--- src/rtl/booth_mul_r4.sv ---
// Sequential signed radix-4 Booth multiplier, two multiplier bits per cycle; result valid WIDTH/2 edges after start.
// No backpressure: DONE holds the product until op_clear, and op_start is ignored outside IDLE.
module booth_mul_r4 #(
  parameter int WIDTH = 32
) (
  input  logic                 clk,
  input  logic                 reset_n,
  input  logic                 op_start,
  input  logic                 op_clear,
  input  logic [WIDTH-1:0]     multiplicand,
  input  logic [WIDTH-1:0]     multiplier,
  output logic [2*WIDTH-1:0]   result,
  output logic [1:0]           op_done
);

  localparam int ITER = WIDTH / 2;
  localparam int CW   = $clog2(ITER + 1);
  localparam logic [CW-1:0] LAST = CW'(ITER - 1);

  typedef enum logic [1:0] {
    IDLE = 2'b00,
    EXEC = 2'b01,
    DONE = 2'b11
  } state_t;

  state_t            state, state_nxt;
  logic [WIDTH+1:0]  m;
  logic [WIDTH+1:0]  a;
  logic [WIDTH-1:0]  q;
  logic              q_m1;
  logic [CW-1:0]     cnt;

  logic [WIDTH+1:0]  addend;
  logic [WIDTH+1:0]  a_sum;
  logic [WIDTH+1:0]  a_nxt;
  logic [WIDTH-1:0]  q_nxt;

  // M and A carry two guard bits so that +/-2M of the most-negative operand never wraps.
  always_comb begin
    addend = '0;
    case ({q[1], q[0], q_m1})
      3'b001, 3'b010: addend = m;
      3'b011:         addend = {m[WIDTH:0], 1'b0};
      3'b100:         addend = -{m[WIDTH:0], 1'b0};
      3'b101, 3'b110: addend = -m;
      default:        addend = '0;
    endcase
    a_sum = a + addend;
    a_nxt = {{2{a_sum[WIDTH+1]}}, a_sum[WIDTH+1:2]};
    q_nxt = {a_sum[1:0], q[WIDTH-1:2]};
  end

  always_ff @(posedge clk) begin
    if (!reset_n) begin
      state <= IDLE;
    end else begin
      state <= state_nxt;
    end
  end

  always_comb begin
    state_nxt = state;
    if (op_clear) begin
      state_nxt = IDLE;
    end else begin
      case (state)
        IDLE:    if (op_start) state_nxt = EXEC;
        EXEC:    if (cnt == LAST) state_nxt = DONE;
        DONE:    state_nxt = DONE;
        default: state_nxt = IDLE;
      endcase
    end
  end

  always_comb begin
    op_done = state;
  end

  always_ff @(posedge clk) begin
    if (!reset_n || op_clear) begin
      m      <= '0;
      a      <= '0;
      q      <= '0;
      q_m1   <= 1'b0;
      cnt    <= '0;
      result <= '0;
    end else begin
      case (state)
        IDLE: begin
          if (op_start) begin
            m    <= {{2{multiplicand[WIDTH-1]}}, multiplicand};
            q    <= multiplier;
            q_m1 <= 1'b0;
            a    <= '0;
            cnt  <= '0;
          end
        end
        EXEC: begin
          a    <= a_nxt;
          q    <= q_nxt;
          q_m1 <= q[1];
          cnt  <= cnt + CW'(1);
          if (cnt == LAST) begin
            result <= {a_nxt[WIDTH-1:0], q_nxt};
          end
        end
        default: begin
        end
      endcase
    end
  end

endmodule

--- config.mk ---
export PLATFORM = sky130hd
export DESIGN_NAME = booth_mul_r4
export DESIGN_NICKNAME = d
export VERILOG_FILES = /design/src/rtl/booth_mul_r4.sv
export SDC_FILE = /design/constraint.sdc
export NUM_CORES = 1
export LEC_CHECK = 0
export CAP_MARGIN = 20
export CORE_ASPECT_RATIO = 0.6
export CORE_MARGIN = 2
export CORE_UTILIZATION = 60
export DETAILED_ROUTE_END_ITERATION = 10
export PLACE_DENSITY_LB_ADDON = 0.12
export SLEW_MARGIN = 25
export SYNTH_ARGS = -nofsm -noshare
export SYNTH_HDL_FRONTEND = slang
export SYNTH_SLANG_ARGS = --single-unit
export TNS_END_PERCENT = 20
--- constraint.sdc ---
create_clock -name clk -period 8.2 [get_ports clk]
set_input_delay 1.64 -clock clk [delete_from_list [all_inputs] [get_ports clk]]
set_output_delay 1.64 -clock clk [all_outputs]
set_load 0.01 [all_outputs]
==> results.toml <==
[die]
die_area_um2 = 17400
coreArea_um2 = 16100
row_count = 36
initial_core_util = 0.609
dieHeight_um = 103
dieWidth_um = 169
ios = 134

[power_and_ir_drop]
p_switching_mw = 0.539
p_seq_frac = 0.434
p_leak_nw = 4.44
combPwrFrac = 0.130
peakVddDrop_uv = 116
p_per_area_nw_per_um2 = 166
pwr-share-clk = 0.436
internal_power_mw = 1.42
swShare = 0.275

[logic_synthesis]
synth_area_leaders = "dfxtp_1, nand2_1, a21oi_1, ha_1, o21ai_0"
yosys.area.top_type = "dfxtp_1"
syn_area_um2 = 9790
syn_area_per_cell_um2 = 7.31
synth_edf_count = 0
synth_top_area_share = 0.343
synthArstFlopShare = 0
synth.distinct_cells = 69
synthFlopType = "dfxtp_1"
yosysWarnings = 0
synth_commonest_cells = "nand2_1, dfxtp_1, a21oi_1"
synth-seq-cells = 168
synthesis.nets = 1444
ys_seq_area_frac = 0.343
synthCells = 1339
post-synth-top-count-cell = "nand2_1"

[timing]
finalCriticalPeriod_ns = 5.69
fin_ws_ns = 2.51
finalSetupTns_ns = 0
setup_viol = 0
rsz0062_at_grt = "false"
max_slew_margin = 0.289
hold_viol_final = 0
drv_slew = 0
fin_skew_ns = 0.0137
whs_ns = 0.451
max_freq_ghz = 0.176
max_slew.worst_pin.slew_ns = 1.05
period_share = 0.694

[grt]
track_usage = 0.324
grt_pass1_wl_um = 45300
gr-usage-met1 = 0.482
grt_max_degree = 83
first_global_vias = 8796
grt_use_met3 = 0.0618
grt_use_met2 = 0.485
antenna_found_initial = 0
top_usage_layer = "met2"
overflow = 0

[clock_network]
cts_buffers = 17
cts_resized = 0
clk_pin_slew_ns = 0.07
clock_latency_ns = 0.44
cts_hold_repair.buffers = 0
clock_path_buffers = 2
tritoncts = "built"
clockRootBuffer = "clkbuf_16"
cts.htree.levels = 4
cts_setup_buffers = 0
cts_sinks = 168

[detailed_routing]
num_vias = 10100
wl_per_cell_um = 17.3
drt_iter0_drc = 1114
viasPerCell = 6.17
wirelength_um = 28300
drt_first_pass_iters = 5
ant_nets = 0
drc = 0

[setup_path]
cpMaxStageDelayCell = "nor4b_1"
crit_fanout = 38
cp.required_ns = 8.56
worst_setup_path_end_kind = "register"
max_stage_delay_ns = 0.87
cp_top_family = "simple AND/OR/NAND/NOR gates"
path_cells = "buf_4, clkinv_1, nor2_1, nand2_1, o21ai_0, a22oi_1, o21ai_0, ha_1, and2_1, a221o_1, nor4b_1, nor3_1, o31ai_1, a21oi_1, xnor2_1, nand2_1, a21oi_1"
cp_num_buf_inv = 2
critPathLaunchType = "register"
path_class = "register to register"
arrival_ns = 6.06

[outcome]
status = "finished, final reports clean"

[placement]
post-place-ws_ns = 2.75
dp.final_hpwl_um = 19700
gp_congestion = 0.931
placedCellCount = 1604
io_buffers = 133

[layout]
instances_no_fill = 1635
layout-drive-gt1-share = 0.0477
fill_cells = 1283
multi_input_area_um2 = 6020
final_nets = 1519
diodes = 0
final-seq-area_um2 = 3360
syn2layout_area_growth_pct = 20.3

[job]
cap_violations = 0

[worst_hold_path]
min_path_type = "register to register"
power by group through the flow:
| stage | clock network, mW | registers (mW) | logic, mW |
|---|---|---|---|
| floorplan | 0 | 0.859 | 0.171 |
| global placement | 0 | 0.867 | 0.244 |
| detailed placement | 0 | 0.868 | 0.248 |
| CTS | 0.858 | 0.850 | 0.250 |
| global route | 0.897 | 0.853 | 0.278 |
| finish | 0.854 | 0.851 | 0.255 |
cells by family after synthesis:
family | count (synthesis) | share of synthesized area
mux | 3 | 0.00307
simple gates | 531 | 0.234
buf+inv | 112 | 0.0438
xor+xnor | 66 | 0.0609
flops | 168 | 0.343
compound gates | 422 | 0.267
fa+ha+maj | 37 | 0.0480
worst register-to-register path, cell delays in order (launching register included):
cell and delay, ns:
dfxtp_1 0.31, buf_4 0.37, clkinv_1 0.48, nor2_1 0.64
nand2_1 0.62, o21ai_0 0.24, a22oi_1 0.11, o21ai_0 0.14
ha_1 0.26, and2_1 0.17, a221o_1 0.22, nor4b_1 0.87
nor3_1 0.22, o31ai_1 0.38, a21oi_1 0.16, xnor2_1 0.23
nand2_1 0.08, a21oi_1 0.14
final timing paths:
kind / slack, ns / from / to / cells after the start
hold reg to reg: 0.45 / result[60] / result[60] / 2
hold / removal: 0.45 / result[60] / result[60] / 2
setup / recovery: 2.51 / q[0] / result[56] / 17
setup reg to reg: 2.51 / q[0] / result[56] / 17
flip-flops by register name, indices dropped and copies added, names as in the netlist:
register  flops
result       64
cnt           5
m            32
q            32
op_done       2
q_m1          1
a            32
layout make-up:
class | count | share of cell area
timing repair buffer | 152 | 0.125
multi-input combinational | 1059 | 0.511
inverter | 16 | 0.00510
sequential | 168 | 0.285
clock buffer | 18 | 0.0364
tap | 209 | 0.0222
clock inverter | 13 | 0.0153
placed cells by master (no fill, tap or decap), types with 12 or more instances in the layout:
cell type,instances
inv_1,13
nor2_1,107
clkbuf_16,17
nand2_1,300
xor2_1,19
a22oi_1,31
nand3_1,20
clkdlybuf4s50_1,132
o221ai_1,33
dfxtp_1,168
o21ai_0,89
a21oi_1,167
a22o_1,13
xnor2_1,46
nor3_1,23
ha_1,36
buf_4,19
or3_1,12
routing by layer:
metal / vias to the layer above / part of all wire
met5: - / 0
met4: 0 / 0.013
met3: 36 / 0.085
met2: 450 / 0.42
met1: 4718 / 0.48
li1: 4892 / -
through the flow:
| step | total power, mW | utilization | cell area, um^2 |
|---|---|---|---|
| after global routing | 2.03 | 0.733 | 11800 |
| after global placement | 1.11 | 0.695 | 11200 |
| after CTS | 1.96 | 0.733 | 11800 |
| after detailed placement | 1.12 | 0.695 | 11200 |
| after floorplan | 1.03 | - | 9790 |
| final | 1.96 | 0.733 | 11800 |
(Power assumes the default switching activity.)
